`config.mk`:
```
export PLATFORM = sky130hd
export DESIGN_NAME = count_job_arbiter_flat
export DESIGN_NICKNAME = d
export VERILOG_FILES = /design/src/rtl/count_job_arbiter_if.sv /design/src/rtl/count_job_arbiter.sv /design/src/flat_wrapper.sv
export SDC_FILE = /design/constraint.sdc
export NUM_CORES = 1
export LEC_CHECK = 0
export BUFFER_PORTS_ARGS = -buffer_cell sky130_fd_sc_hd__buf_2
export CORE_MARGIN = 1
export CORE_UTILIZATION = 49
export DETAILED_ROUTE_END_ITERATION = 10
export GPL_ROUTABILITY_DRIVEN = 0
export MAX_ROUTING_LAYER = met4
export PLACE_DENSITY = 0.8
export SETUP_SLACK_MARGIN = 0.02
export SYNTH_ARGS = -nofsm -noshare
export SYNTH_HDL_FRONTEND = slang
export SYNTH_SLANG_ARGS = --single-unit
```
`constraint.sdc`:
```
create_clock -name clk -period 2.2 [get_ports clk]
set_input_delay 0.11 -clock clk [delete_from_list [all_inputs] [get_ports clk]]
set_output_delay 0.11 -clock clk [all_outputs]
set_load 0.1 [all_outputs]
```
`src/rtl/count_job_arbiter_if.sv`:
```
// count_job_arbiter_if: request/completion bus between job requesters and the count_job_arbiter
// master (requester side) drives req_valid, req_value, req_dir, tick_en, abort and observes
// req_ready, cpl_valid, cpl_id, cpl_aborted, count, busy; slave (arbiter side) is the mirror.
interface count_job_arbiter_if #(
  parameter int WIDTH = 8,
  parameter int NREQ  = 4
);
  localparam int IDW = (NREQ > 1) ? $clog2(NREQ) : 1;
  logic [NREQ-1:0]       req_valid;
  logic [NREQ-1:0]       req_ready;
  logic [NREQ-1:0]       req_dir;
  logic [NREQ*WIDTH-1:0] req_value;
  logic                  tick_en;
  logic                  abort;
  logic                  cpl_valid;
  logic [IDW-1:0]        cpl_id;
  logic                  cpl_aborted;
  logic [WIDTH-1:0]      count;
  logic                  busy;
  modport master (
    output req_valid, req_value, req_dir, tick_en, abort,
    input  req_ready, cpl_valid, cpl_id, cpl_aborted, count, busy
  );
  modport slave (
    input  req_valid, req_value, req_dir, tick_en, abort,
    output req_ready, cpl_valid, cpl_id, cpl_aborted, count, busy
  );
endinterface

```
`src/rtl/count_job_arbiter.sv`:
```
// count_job_arbiter: arbitrates counting jobs from NREQ requesters onto one shared up/down counter
// Ports: clk, rst_n (async active-low), bus (count_job_arbiter_if.slave: requests in, grant/completion/count out).
// Build option: COUNT_JOB_ARBITER_FIXED_PRIO_EN selects fixed lowest-index priority instead of round-robin.
module count_job_arbiter #(
  parameter int WIDTH = 8,
  parameter int NREQ  = 4
) (
  input  logic                  clk,
  input  logic                  rst_n,
  count_job_arbiter_if.slave    bus
);
  localparam int IDW = (NREQ > 1) ? $clog2(NREQ) : 1;
  typedef enum logic [1:0] {IDLE, RUN, DONE} state_t;
  state_t           state_q, state_d;
  logic [WIDTH-1:0] count_q, count_d;
  logic             dir_q, dir_d;
  logic             aborted_q, aborted_d;
  logic [IDW-1:0]   id_q, id_d;
  logic [IDW-1:0]   base, scan, gnt_id;
  logic             gnt_any, term, load;
`ifdef COUNT_JOB_ARBITER_FIXED_PRIO_EN
  assign base = '0;
`else
  logic [IDW-1:0] ptr_q, ptr_d;
  assign base  = ptr_q;
  assign ptr_d = load ? IDW'((int'(gnt_id) + 1) % NREQ) : ptr_q;
  always_ff @(posedge clk or negedge rst_n)
    if (!rst_n) ptr_q <= '0;
    else        ptr_q <= ptr_d;
`endif
  // First valid requester found scanning upward from base, wrapping at NREQ
  always_comb begin
    gnt_any = 1'b0;
    gnt_id  = '0;
    scan    = '0;
    for (int k = 0; k < NREQ; k++) begin
      scan = IDW'((int'(base) + k) % NREQ);
      if (!gnt_any && bus.req_valid[scan]) begin
        gnt_any = 1'b1;
        gnt_id  = scan;
      end
    end
  end
  assign load = (state_q == IDLE) && gnt_any;
  assign term = dir_q ? &count_q : ~|count_q;
  always_ff @(posedge clk or negedge rst_n)
    if (!rst_n) begin
      state_q   <= IDLE;
      count_q   <= '0;
      dir_q     <= 1'b0;
      aborted_q <= 1'b0;
      id_q      <= '0;
    end else begin
      state_q   <= state_d;
      count_q   <= count_d;
      dir_q     <= dir_d;
      aborted_q <= aborted_d;
      id_q      <= id_d;
    end
  // Terminal check precedes abort, so a job reaching its end never reports aborted
  always_comb begin
    state_d   = state_q;
    count_d   = count_q;
    dir_d     = dir_q;
    aborted_d = aborted_q;
    id_d      = id_q;
    if (load) begin
      state_d   = RUN;
      count_d   = bus.req_value[int'(gnt_id)*WIDTH +: WIDTH];
      dir_d     = bus.req_dir[gnt_id];
      id_d      = gnt_id;
      aborted_d = 1'b0;
    end else if (state_q == RUN) begin
      if (term) begin
        state_d   = DONE;
        aborted_d = 1'b0;
      end else if (bus.abort) begin
        state_d   = DONE;
        aborted_d = 1'b1;
      end else if (bus.tick_en) begin
        count_d = dir_q ? count_q + 1'b1 : count_q - 1'b1;
      end
    end else if (state_q == DONE) begin
      state_d = IDLE;
    end
  end
  // Grant strobe is held off while reset is asserted even though it is combinational
  always_comb begin
    bus.req_ready = '0;
    if (load && rst_n) bus.req_ready[gnt_id] = 1'b1;
    bus.cpl_valid   = state_q == DONE;
    bus.cpl_id      = (state_q == DONE) ? id_q : '0;
    bus.cpl_aborted = (state_q == DONE) && aborted_q;
    bus.count       = count_q;
    bus.busy        = state_q != IDLE;
  end
endmodule

```
`src/flat_wrapper.sv`:
```
// flat-port wrapper written by rule: the top's interface ports become plain ports
module count_job_arbiter_flat 
#(
  parameter int WIDTH = 8,
  parameter int NREQ  = 4
)
  (clk, rst_n, bus_req_valid, bus_req_value, bus_req_dir, bus_tick_en, bus_abort, bus_req_ready, bus_cpl_valid, bus_cpl_id, bus_cpl_aborted, bus_count, bus_busy);
  count_job_arbiter_if #(.WIDTH(WIDTH), .NREQ(NREQ)) bus_i ();
  input  logic clk;
  input  logic rst_n;
  input wire logic [$bits(bus_i.req_valid)-1:0] bus_req_valid;
  input wire logic [$bits(bus_i.req_value)-1:0] bus_req_value;
  input wire logic [$bits(bus_i.req_dir)-1:0] bus_req_dir;
  input wire logic [$bits(bus_i.tick_en)-1:0] bus_tick_en;
  input wire logic [$bits(bus_i.abort)-1:0] bus_abort;
  output wire logic [$bits(bus_i.req_ready)-1:0] bus_req_ready;
  output wire logic [$bits(bus_i.cpl_valid)-1:0] bus_cpl_valid;
  output wire logic [$bits(bus_i.cpl_id)-1:0] bus_cpl_id;
  output wire logic [$bits(bus_i.cpl_aborted)-1:0] bus_cpl_aborted;
  output wire logic [$bits(bus_i.count)-1:0] bus_count;
  output wire logic [$bits(bus_i.busy)-1:0] bus_busy;
  assign bus_i.req_valid = bus_req_valid;
  assign bus_i.req_value = bus_req_value;
  assign bus_i.req_dir = bus_req_dir;
  assign bus_i.tick_en = bus_tick_en;
  assign bus_i.abort = bus_abort;
  assign bus_req_ready = bus_i.req_ready;
  assign bus_cpl_valid = bus_i.cpl_valid;
  assign bus_cpl_id = bus_i.cpl_id;
  assign bus_cpl_aborted = bus_i.cpl_aborted;
  assign bus_count = bus_i.count;
  assign bus_busy = bus_i.busy;
  count_job_arbiter #(.WIDTH(WIDTH), .NREQ(NREQ)) u_core (.clk(clk), .rst_n(rst_n), .bus(bus_i));
endmodule
```
==> results of run 1 <==
-- cells by family (layout without fill, tap and decap cells) --
group	count (synthesis)	after routing
buffers and inverters	16	84
adders and majority gates	14	14
and+or+nand+nor	51	51
muxes	28	28
DFF	16	16
xor gates and xnor gates	7	7
AOI/OAI and AO/OA	40	40
-- stage by stage --
stage | instance area, um^2 | hold WS, ns | worst slack (ns) | setup TNS (ns)
2_1_floorplan | 1609 | -0.1856 | -0.03215 | -0.1187
6_report | 2105 | 0.1490 | 0.1163 | 0
4_1_cts | 2076 | 0.1451 | 0.04998 | 0
3_5_place_dp | 2026 | 0.07366 | 0.1205 | 0
3_3_place_gp | 2026 | 0.07011 | 0.1746 | 0
5_1_grt | 2105 | 0.1717 | 0.02181 | 0
-- final cells by class --
cell class / instances / area (um^2)
Clock buffer: 4 / 36.28
Tap cell: 44 / 55.05
Multi-Input combinational cell: 140 / 1130
Timing Repair Buffer: 70 / 432.9
Fill cell: 274 / 923.4
Inverter: 10 / 41.29
Sequential cell: 16 / 409.1
-- routing by layer --
metal	wire length (um)	up-vias	track usage
met5	0	-	-
met4	53	0	0.06463
met3	189	7	0.05495
met2	2003	49	0.4680
met1	1575	707	0.2636
li1	-	765	-
-- worst reg2reg max path, stage by stage, from the launching register on --
cell and delay (ns):
sky130_fd_sc_hd__dfrtp_2 0.44, sky130_fd_sc_hd__or4_1 0.53, sky130_fd_sc_hd__nor4_2 0.36, sky130_fd_sc_hd__nor4_4 0.13
sky130_fd_sc_hd__buf_4 0.18, sky130_fd_sc_hd__xor2_1 0.13, sky130_fd_sc_hd__nand2_1 0.06, sky130_fd_sc_hd__o21ai_1 0.05
-- how the worst max path moves through the flow --
stage | startpoint | to | slack [ns] | depth (start not counted)
floorplan | u_core.state_q[0]$_DFFE_PN0P_ | bus_req_ready[0] | -0.03 | 6
global placement | u_core.dir_q$_DFFE_PN0P_ | u_core.bus.count[7]$_DFFE_PN0P_ | 0.17 | 8
detailed placement | u_core.dir_q$_DFFE_PN0P_ | u_core.bus.count[7]$_DFFE_PN0P_ | 0.12 | 8
CTS | u_core.base[0]$_DFFE_PN0P_ | bus_req_ready[0] | 0.05 | 7
global route | u_core.bus.count[3]$_DFFE_PN0P_ | u_core.bus.count[0]$_DFFE_PN0P_ | 0.02 | 7
finish | u_core.base[0]$_DFFE_PN0P_ | bus_req_ready[0] | 0.12 | 7
-- cell usage in the layout, fill, tap and decap left out, types with 4 or more instances in the layout --
cell	n
sky130_fd_sc_hd__dfrtp_1	9
sky130_fd_sc_hd__mux2_2	8
sky130_fd_sc_hd__o21ai_0	4
sky130_fd_sc_hd__nand2_1	17
sky130_fd_sc_hd__and3_4	4
sky130_fd_sc_hd__buf_4	8
sky130_fd_sc_hd__nor2b_1	5
sky130_fd_sc_hd__dfrtp_2	7
sky130_fd_sc_hd__xnor2_1	4
sky130_fd_sc_hd__buf_2	56
sky130_fd_sc_hd__nor2_1	8
sky130_fd_sc_hd__mux2i_1	20
sky130_fd_sc_hd__a21oi_1	8
sky130_fd_sc_hd__inv_1	7
sky130_fd_sc_hd__ha_1	12
sky130_fd_sc_hd__a211oi_1	5
sky130_fd_sc_hd__o21ai_1	5
-- sequential cells by signal, indices dropped and copies added, names as in the netlist --
name	count
u_core.id_q	2
u_core.dir_q	1
u_core.base	2
u_core.bus.count	8
u_core.state_q	2
u_core.aborted_q	1
-- what timing repair did --
item                                   CTS  global route
gates cloned                             0             0
setup buffers                            0             1
resized for setup                        1             7
hold buffers                             1             0
endpoints found under the hold margin   16             0
setup endpoints to repair                2             5
==> results.env, run 1 <==
LIBRARY_CELL_WITH_THE_LARGEST_SUMMED_AREA_AFTER_SYNTHESIS='sky130_fd_sc_hd__dfrtp_1'
YOSYS_WARNINGS=0
WORST-PATH-BUF-INV=2
FIN_WORST_SKEW_NS=0.009148
CRIT_ARRIVAL_NS=1.97
HOLD_PATH_STARTPOINT='bus_req_value[1]'
FINALNETCOUNT=299
POST_SYNTH_AND_OR_NAND_NOR_AREA_FRACTION=0.1721
SYNTH_ASYNC_SR_FLOP_SHARE=1.000
NUMBER_OF_ANTENNA_VIOLATIONS_AT_THE_FIRST_CHECK_IN_GLOBAL_ROUTING=0
FINAL-HOLD-VIOLATION-COUNT=0
CP_DATA_REQUIRED_TIME_NS=2.09
SYNTH.NET_COUNT=230
WORST_SETUP_HOLD_PATH_CLK_SLEW_NS=0.11
SYNTH_TOP_CELL_AREA_SHARE=0.2562
SYN-MEAN-INSTANCE-AREA_UM2=9.086
YOSYS-TOP-CELLS-COUNT='sky130_fd_sc_hd__mux2i_1 (20), sky130_fd_sc_hd__nand2_1 (17), sky130_fd_sc_hd__dfrtp_1 (16), sky130_fd_sc_hd__ha_1 (13)'
SETUP_VIOLATIONS=0
CP_SLOWEST_STAGE_DELAY_NS=0.39
DRT_FIRST_ITER_VIOLATIONS=69
CLOCK_INSERTION_DELAY_WORST_SKEW_NS=0.31
SYNTH_COMPOUND_GATE_AREA_SHARE=0.1841
FINAL_CELL_COUNT_NO_FILL=284
HOLDCRITPATHCLASS='primary input to flip-flop'
MAX_CAP_VIOL_COUNT=0
YOSYS_MOST_USED_DFF='sky130_fd_sc_hd__dfrtp_1'
CORE_AREA_MM2=0.003028
POST-SYNTH-TOP-COUNT-CELL='sky130_fd_sc_hd__mux2i_1'
RUN_STATUS='complete, no violations'
SYNTH_XOR_AREA_FRAC=0.03923
CTS_NUM_SINKS=16
MAX-SLEW-MARGIN-REL=0.3086
DIE_Y_UM=58.48
SYN-CELL-AREA_MM2=0.001563
PERIOD_MINUS_SLACK_NS=2.084
ANT_NETS=0
RSZ0062_AT_GRT='false'
WORSTREG2REGSTART='u_core.bus.count[3]$_DFFE_PN0P_'
SYNTH.DISTINCT_CELLS=43
AVGROUTEDWIREPERCELL_UM=13.45
CRIT_FANOUT=6
WORST_PATH_DOMINANT_CELL_FAMILY='compound AO/OA/AOI/OAI gates'
ACHIEVABLE-FREQUENCY_MHz=479.9
GRT_FIRST_PASS_WIRELENGTH_UM=6292
GRT.TOTAL_USAGE=0.2496
CELL_COUNT_OF_THE_WORST_HOLD_PATH=4
N_ANTENNA_CELL=0
WORST_R2R_PATH_DEPTH=7
REMAINING_DRC_ERRORS=0
TRITONCTS='built'
POSTLAYOUTCOREUTIL=0.6950
IOS=61
CTS_BUFFER_DEPTH=2
AREA_DELTA_SYNTH_FINAL_PCT=34.67
DIE_BOUNDARY_WIDTH_UM=58.48
CRITPATHKIND='flip-flop to output port'
HOLD_PATH_SINK='u_core.bus.count[1]$_DFFE_PN0P_'
DR.PASS1.ITERS=4
GLOBAL_ROUTE.OVERFLOW_TOTAL=0
SYNTHMUXAREASHARE=0.1857
DP_HPWL_UM=3079
POSTSYNTHCELLCOUNT=172
FINAL.PERIOD_UTILIZATION=0.9471
NUMBER_OF_GLOBAL_ROUTE_VIAS_BEFORE_REPAIR=1486
ROUTE.FINAL.WIRE_LENGTH_UM=3821
BUFFER_PORTS.INSERTED=60
NUMBER_OF_INSTANCES_IN_THE_PLACED_DESIGN=278
NUMCTSBUFFERS=3
SEQ_AREA_FRAC_SYNTH=0.2562
HTREE_LEVELS=1
WORSTPATHCELLLIST='nor2b_1 -> a211o_1 -> a21oi_2 -> inv_2 -> ha_1 -> and3_4 -> buf_4'
MAX_SLEW_VIOLATION_COUNT=0
YOSYS.AREA_SHARE.ADDER=0.1169
ENDPOINT_KIND='output port'
DIE-AREA_MM2=0.003419
YOSYS_REGISTER_BITS=16
WORSTMARGINPINSLEW_NS=1.026
YS_TOP_CELLS_BY_AREA='sky130_fd_sc_hd__dfrtp_1 (26%), sky130_fd_sc_hd__mux2i_1 (13%), sky130_fd_sc_hd__ha_1 (10%)'
CLOCK-ROOT-BUFFER='sky130_fd_sc_hd__clkbuf_4'
FF2FF_SETUP_SLACK_NS=0.18
ROUTED-VIA-COUNT=1528
FRACTION_OF_FINAL_LAYOUT_CELLS_SIZED_BEYOND_DRIVE_STRENGTH_1=0.4333
CRIT_SLOWEST_CELL='sky130_fd_sc_hd__dfrtp_1'
MAIN_COMBINATIONAL_CELL_FAMILY_BY_AREA_AFTER_SYNTHESIS='multiplexers'
INITIAL_UTILIZATION=0.5161
VIASPERCELL=5.380
NUMBER_OF_ENABLE_TYPE_REGISTER_CELLS_IN_THE_SYNTHESIZED_NETLIST=0
MAXIMUM_NUMBER_OF_PINS_ON_ONE_NET_BEFORE_GLOBAL_ROUTE_REPAIR=21
NUM_ROWS=20
CRITICAL_PATH.STARTPOINT_TYPE='flip-flop'
R2R-END='u_core.bus.count[0]$_DFFE_PN0P_'
Power of run 1 is left out: the tool's default activity adds up to more than one toggle a clock period on the data nets, which glitch-free logic cannot reach.
==> run 2: changes to the inputs <==
Settings changed: CORE_ASPECT_RATIO set to 0.5.
==> run 2 against run 1 <==
  * Clock skew decreased by 0.0051 ns
  * Via count increased by 1.4%
  * Register-to-register slack got worse by 0.05 ns
  * Critical path depth unchanged
  * First-iteration DRC count decreased by 7.2%
  * Worst setup slack improved by 0.011 ns
  * Maximum frequency increased by 0.55%
  * Routed wire length increased by 1.5%
  * Worst hold slack improved by 0.056 ns
  * Die area increased by 0.40%
  * Critical path type is now flip-flop to flip-flop
  * Clock-buffer cell count unchanged
==> results.env, run 2 (synthesis gave the netlist of run 1 again) <==
CLOCK_INSERTION_DELAY_WORST_SKEW_NS=0.26  # was 0.31 ns
WORST_PATH_DOMINANT_CELL_FAMILY='simple AND/OR/NAND/NOR gates'  # was compound AO/OA/AOI/OAI gates
FLIP_FLOP_COUNT_OF_THE_LARGEST_REGISTER_ALL_COPIES_AND_WORDS_ADDED=8  # unchanged
NUM_ROWS=14  # was 20
SETUP_VIOLATIONS=0  # unchanged
RUN_STATUS='complete, no violations'  # unchanged
ACHIEVABLE-FREQUENCY_MHz=482.6  # was 479.9 MHz
GRT_FIRST_PASS_WIRELENGTH_UM=6513  # was 6292 um
CP_DATA_REQUIRED_TIME_NS=2.30  # was 2.09 ns
TRITONCTS='built'  # unchanged
REMAINING_DRC_ERRORS=0  # unchanged
NUMBER_OF_ANTENNA_VIOLATIONS_AT_THE_FIRST_CHECK_IN_GLOBAL_ROUTING=0  # unchanged
MAX_SLEW_VIOLATION_COUNT=0  # unchanged
AREA_DELTA_SYNTH_FINAL_PCT=37.87  # was 34.67%
CRIT_SLOWEST_CELL='sky130_fd_sc_hd__or4_1'  # was sky130_fd_sc_hd__dfrtp_1
CTS_SETUP_BUFFERS=0  # unchanged
GRT.MET2_USAGE=0.4083  # was 0.4680
FINAL.PERIOD_UTILIZATION=0.9419  # was 0.9471
CRITPATHKIND='flip-flop to flip-flop'  # was flip-flop to output port
MAXIMUM_NUMBER_OF_PINS_ON_ONE_NET_BEFORE_GLOBAL_ROUTE_REPAIR=16  # was 21
LAYOUT_COMMON_CELLS='sky130_fd_sc_hd__buf_2 (56), sky130_fd_sc_hd__mux2i_1 (20), sky130_fd_sc_hd__nand2_1 (17)'  # unchanged
ROUTED-VIA-COUNT=1550  # was 1528
RSZ0062_AT_GRT='false'  # unchanged
ROUTE.FINAL.WIRE_LENGTH_UM=3878  # was 3821 um
NUMCTSBUFFERS=3  # unchanged
CRIT_ARRIVAL_NS=2.17  # was 1.97 ns
GRT.MET1_USAGE=0.3361  # was 0.2636
BUSIEST_LAYER='met2'  # unchanged
GRT.TOTAL_USAGE=0.2578  # was 0.2496
HOLDCRITPATHCLASS='primary input to flip-flop'  # unchanged
FINALNETCOUNT=300  # was 299
FIN_WORST_SKEW_NS=0.004063  # was 0.009148 ns
VIASPERCELL=5.516  # was 5.380
IOS=61  # unchanged
WORST-PATH-BUF-INV=1  # was 2
BUFFER_PORTS.INSERTED=60  # unchanged
WORST_SETUP_HOLD_PATH_CLK_SLEW_NS=0.07  # was 0.11 ns
CTS_NUM_SINKS=16  # unchanged
DRT_FIRST_ITER_VIOLATIONS=64  # was 69
DR.PASS1.ITERS=4  # unchanged
CORE_AREA_MM2=0.003013  # was 0.003028 mm^2
CRITICAL_PATH.STARTPOINT_TYPE='flip-flop'  # unchanged
FINAL-HOLD-VIOLATION-COUNT=0  # unchanged
HTREE_LEVELS=1  # unchanged
WORST_HOLD_SLACK_NS=0.2050  # was 0.1490 ns
MAX_CAP_VIOL_COUNT=0  # unchanged
CP_SLOWEST_STAGE_DELAY_NS=0.58  # was 0.39 ns
NUMBER_OF_GLOBAL_ROUTE_VIAS_BEFORE_REPAIR=1474  # was 1486
WORSTMARGINPINSLEW_NS=1.079  # was 1.026 ns
DIE_Y_UM=41.94  # was 58.48 um
WORSTPATHCELLLIST='or4_1 -> nor4_4 -> nor4_4 -> buf_4 -> xor2_1 -> nand2_1 -> o21ai_1'  # was nor2b_1 -> a211o_1 -> a21oi_2 -> inv_2 -> ha_1 -> and3_4 -> buf_4
N_ANTENNA_CELL=0  # unchanged
CTS_BUFFER_DEPTH=2  # unchanged
MAX-SLEW-MARGIN-REL=0.2730  # was 0.3086
ENDPOINT_KIND='flip-flop'  # was output port
CLOCK-ROOT-BUFFER='sky130_fd_sc_hd__clkbuf_8'  # was sky130_fd_sc_hd__clkbuf_4
DP_HPWL_UM=3150  # was 3079 um
LAYOUT.CELLS.MOST_COMMON='sky130_fd_sc_hd__buf_2'  # unchanged
PERIOD_MINUS_SLACK_NS=2.072  # was 2.084 ns
CRIT_FANOUT=7  # was 6
POSTLAYOUTCOREUTIL=0.7151  # was 0.6950
FRACTION_OF_FINAL_LAYOUT_CELLS_SIZED_BEYOND_DRIVE_STRENGTH_1=0.4481  # was 0.4333
INITIAL_UTILIZATION=0.5187  # was 0.5161
DIE_BOUNDARY_WIDTH_UM=81.87  # was 58.48 um
DIE-AREA_MM2=0.003433  # was 0.003419 mm^2
USE_MET3=0.05055  # was 0.05495
AVGROUTEDWIREPERCELL_UM=13.80  # was 13.45 um
TIMING.CRITICAL_PATH.MODE_CELL='sky130_fd_sc_hd__nor4_4'
GLOBAL_ROUTE.OVERFLOW_TOTAL=0  # unchanged
ANT_NETS=0  # unchanged
-- run 2: worst reg2reg max path, delay by kind of cell (launching register included) --
| kind | cells | cell delay [ns] |
|---|---|---|
| AOI/OAI and AO/OA | 1 | 0.07 |
| buffers and inverters | 1 | 0.18 |
| xor gates and xnor gates | 1 | 0.13 |
| and+or+nand+nor | 4 | 1.09 |
| DFF | 1 | 0.44 |
-- run 2: timing repair --
action	in CTS	in global routing
resized for setup	2	8
endpoints found under the hold margin	16	0
pin swaps	0	1
hold buffers	1	0
setup endpoints to repair	1	5
-- run 2: final cells by class --
type	instances	area (um^2)
Inverter	10	43.79
Clock buffer	4	55.05
Fill cell	213	858.3
Multi-Input combinational cell	140	1162
Timing Repair Buffer	71	432.9
Sequential cell	16	410.4
Tap cell	40	50.05
-- run 2: path summary, 6_finish.rpt --
| check | from | end | slack [ns] | depth (start not counted) |
|---|---|---|---|---|
| worst max-delay path | u_core.bus.count[3]$_DFFE_PN0P_ | u_core.bus.count[0]$_DFFE_PN0P_ | 0.13 | 7 |
| worst min-delay path | bus_req_value[9] | u_core.bus.count[1]$_DFFE_PN0P_ | 0.20 | 4 |
| worst max register to register | u_core.bus.count[3]$_DFFE_PN0P_ | u_core.bus.count[0]$_DFFE_PN0P_ | 0.13 | 7 |
| worst min register to register | u_core.id_q[1]$_DFFE_PN0P_ | u_core.id_q[1]$_DFFE_PN0P_ | 0.49 | 2 |
| max in group asynchronous | rst_n | u_core.dir_q$_DFFE_PN0P_ | 1.53 | 3 |
| min in group asynchronous | rst_n | u_core.state_q[0]$_DFFE_PN0P_ | 0.24 | 2 |
-- run 2: per-stage QoR --
stage / worst slack (ns) / setup TNS (ns) / std cells / cell area, um^2
after floorplan: -0.03215 / -0.1187 / 172 / 1609
after global placement: 0.1212 / 0 / 276 / 2036
after detailed placement: -0.08616 / -0.08616 / 276 / 2036
after CTS: 0.02206 / 0 / 281 / 2102
after global routing: 0.02401 / 0 / 281 / 2155
final: 0.1277 / 0 / 281 / 2155
-- run 2: routing by layer --
metal	routed length (um)	share of wire
met1	1802	0.46
met2	1916	0.49
met3	126	0.032
met4	32	0.0083
met5	0	0
Power of run 2 is left out for the same reason.
==> run 3: changes to the inputs <==
Settings changed: GPL_TIMING_DRIVEN set to 0.
==> run 3 against run 2 <==
  * Maximum frequency fell by 1.0%
  * Non-clock buffer count up 4
  * Register-to-register slack hardly changed
  * Sequential cell count unchanged
  * Die area unchanged
  * First-iteration DRC count increased by 100%
  * Global-route usage is 1.5 points higher
  * Sequential share of layout area is the same
  * Worst hold slack hardly changed
  * Clock-buffer cell count is the same
  * Critical path type is now flip-flop to output port
==> results.env, run 3 (synthesis gave the netlist of run 1 again) <==
RUN_STATUS='complete, no violations'  # unchanged
MAX-SLEW-MARGIN-REL=0.3405  # was 0.2730
SETUP_VIOLATIONS=0  # unchanged
TRITONCTS='built'  # unchanged
AREA_DELTA_SYNTH_FINAL_PCT=37.87  # unchanged
WORSTPATHCELLLIST='nor2b_1 -> a211o_1 -> a21oi_2 -> buf_4 -> ha_1 -> and3_4 -> buf_6'  # was or4_1 -> nor4_4 -> nor4_4 -> buf_4 -> xor2_1 -> nand2_1 -> o21ai_1
ENDPOINT_KIND='output port'  # was flip-flop
MAXIMUM_NUMBER_OF_PINS_ON_ONE_NET_BEFORE_GLOBAL_ROUTE_REPAIR=21  # was 16
GLOBAL_ROUTE.OVERFLOW_TOTAL=0  # unchanged
NUM_ROWS=14  # unchanged
SETUP_TOTAL_NEGATIVE_SLACK_NS=0  # unchanged
CP_DATA_REQUIRED_TIME_NS=2.09  # was 2.30 ns
MAX_CAP_VIOL_COUNT=0  # unchanged
CRITPATHKIND='flip-flop to output port'  # was flip-flop to flip-flop
NUMBER_OF_INSTANCES_IN_THE_PLACED_DESIGN=272  # was 276
FIN_WORST_SKEW_NS=0.0008286  # was 0.004063 ns
CTS_BUFFER_DEPTH=2  # unchanged
NUMBER_OF_GLOBAL_ROUTE_VIAS_BEFORE_REPAIR=1466  # was 1474
DRT_FIRST_ITER_VIOLATIONS=129  # was 64
NUMCTSBUFFERS=3  # unchanged
PERIOD_MINUS_SLACK_NS=2.093  # was 2.072 ns
FINAL.PERIOD_UTILIZATION=0.9514  # was 0.9419
IOS=61  # unchanged
CRITICAL_PATH.STARTPOINT_TYPE='flip-flop'  # unchanged
DR.PASS1.ITERS=4  # unchanged
INITIAL_UTILIZATION=0.5187  # unchanged
GRT.TOTAL_USAGE=0.2732  # was 0.2578
ROUTE.FINAL.WIRE_LENGTH_UM=4289  # was 3878 um
MAX_SLEW_VIOLATION_COUNT=0  # unchanged
CTS_NUM_SINKS=16  # unchanged
WORSTMARGINPINSLEW_NS=0.9785  # was 1.079 ns
FF2FF_SETUP_SLACK_NS=0.14  # was 0.13 ns
CP_SLOWEST_STAGE_DELAY_NS=0.39  # was 0.58 ns
DIE_BOUNDARY_WIDTH_UM=81.87  # unchanged
FINAL_CELL_COUNT_NO_FILL=285  # was 281
CRIT_ARRIVAL_NS=1.98  # was 2.17 ns
N_ANTENNA_CELL=0  # unchanged
RSZ0062_AT_GRT='true'  # was false
HTREE_LEVELS=1  # unchanged
CRIT_FANOUT=4  # was 7
LAYOUT_COMMON_CELLS='sky130_fd_sc_hd__buf_2 (57), sky130_fd_sc_hd__mux2i_1 (20), sky130_fd_sc_hd__nand2_1 (17)'  # was sky130_fd_sc_hd__buf_2 (56), sky130_fd_sc_hd__mux2i_1 (20), sky130_fd_sc_hd__nand2_1 (17)
FLIP_FLOP_COUNT_OF_THE_LARGEST_REGISTER_ALL_COPIES_AND_WORDS_ADDED=8  # unchanged
DP_HPWL_UM=3116  # was 3150 um
CRIT_SLOWEST_CELL='sky130_fd_sc_hd__dfrtp_1'  # was sky130_fd_sc_hd__or4_1
DIE_Y_UM=41.94  # unchanged
CLOCK-ROOT-BUFFER='sky130_fd_sc_hd__clkbuf_8'  # unchanged
CLOCK_INSERTION_DELAY_WORST_SKEW_NS=0.25  # was 0.26 ns
AVGROUTEDWIREPERCELL_UM=15.05  # was 13.80 um
FRACTION_OF_FINAL_LAYOUT_CELLS_SIZED_BEYOND_DRIVE_STRENGTH_1=0.4531  # was 0.4481
CORE_AREA_MM2=0.003013  # unchanged
NUMBER_OF_ANTENNA_VIOLATIONS_AT_THE_FIRST_CHECK_IN_GLOBAL_ROUTING=0  # unchanged
VIASPERCELL=5.512  # was 5.516
ACHIEVABLE-FREQUENCY_MHz=477.8  # was 482.6 MHz
REMAINING_DRC_ERRORS=0  # unchanged
DIE-AREA_MM2=0.003433  # unchanged
BUFFER_PORTS.INSERTED=60  # unchanged
GRT_FIRST_PASS_WIRELENGTH_UM=6768  # was 6513 um
FINAL-HOLD-VIOLATION-COUNT=0  # unchanged
HOLDCRITPATHCLASS='primary input to flip-flop'  # unchanged
ANT_NETS=0  # unchanged
WORST_SETUP_HOLD_PATH_CLK_SLEW_NS=0.07  # about the same
LAYOUT.CELLS.MOST_COMMON='sky130_fd_sc_hd__buf_2'  # unchanged
ROUTED-VIA-COUNT=1571  # was 1550
FINALNETCOUNT=304  # was 300
[run 3: stage by stage]
step,util,area (um^2),worst slack [ns],hold WS (ns)
after detailed placement,0.6503,1959,-0.06646,0.07270
after global routing,0.7151,2155,-0.001222,0.2093
after global placement,0.6503,1959,0.003144,0.07295
after floorplan,-,1609,-0.03215,-0.1856
after CTS,0.6873,2071,0.07473,0.2021
final,0.7151,2155,0.1069,0.2050
[run 3: metal layers]
metal | share of wire | global-route usage
met5 | 0 | -
met4 | 0.018 | 0.08772
met3 | 0.050 | 0.05495
met2 | 0.50 | 0.4430
met1 | 0.43 | 0.3416
[run 3: critical path: cells and delay by family (launching register included)]
family	cells	cell delay, ns
adders and majority gates	1	0.18
and+or+nand+nor	2	0.28
AOI/OAI and AO/OA	2	0.49
buffers and inverters	2	0.39
DFF	1	0.39
[run 3: final cells by class]
cell class	instances	area (um^2)
Fill cell	233	858.3
Buffer	6	52.55
Multi-Input combinational cell	140	1147
Tap cell	40	50.05
Inverter	10	43.79
Clock buffer	4	55.05
Timing Repair Buffer	69	395.4
Sequential cell	16	410.4
[run 3: path summary, 6_finish.rpt]
kind,from,endpoint,cells past startpoint
setup reg to reg,u_core.bus.count[3]$_DFFE_PN0P_,u_core.bus.count[1]$_DFFE_PN0P_,7
hold / removal,bus_req_value[9],u_core.bus.count[1]$_DFFE_PN0P_,4
min in group asynchronous,rst_n,u_core.state_q[1]$_DFFE_PN0P_,2
max in group asynchronous,rst_n,u_core.bus.count[4]$_DFFE_PN0P_,2
hold reg to reg,u_core.id_q[1]$_DFFE_PN0P_,u_core.id_q[1]$_DFFE_PN0P_,2
setup / recovery,u_core.base[0]$_DFFE_PN0P_,bus_req_ready[1],7
[run 3: repair_timing]
item / 4_1_cts / 5_1_grt
hold buffers: 1 / 0
hold endpoints to repair: 16 / 0
buffers inserted: 2 / 6
endpoints found under the setup margin: 5 / 5
gates resized for setup: 12 / 6
pin swaps: 0 / 0
Power of run 3 is left out for the same reason.
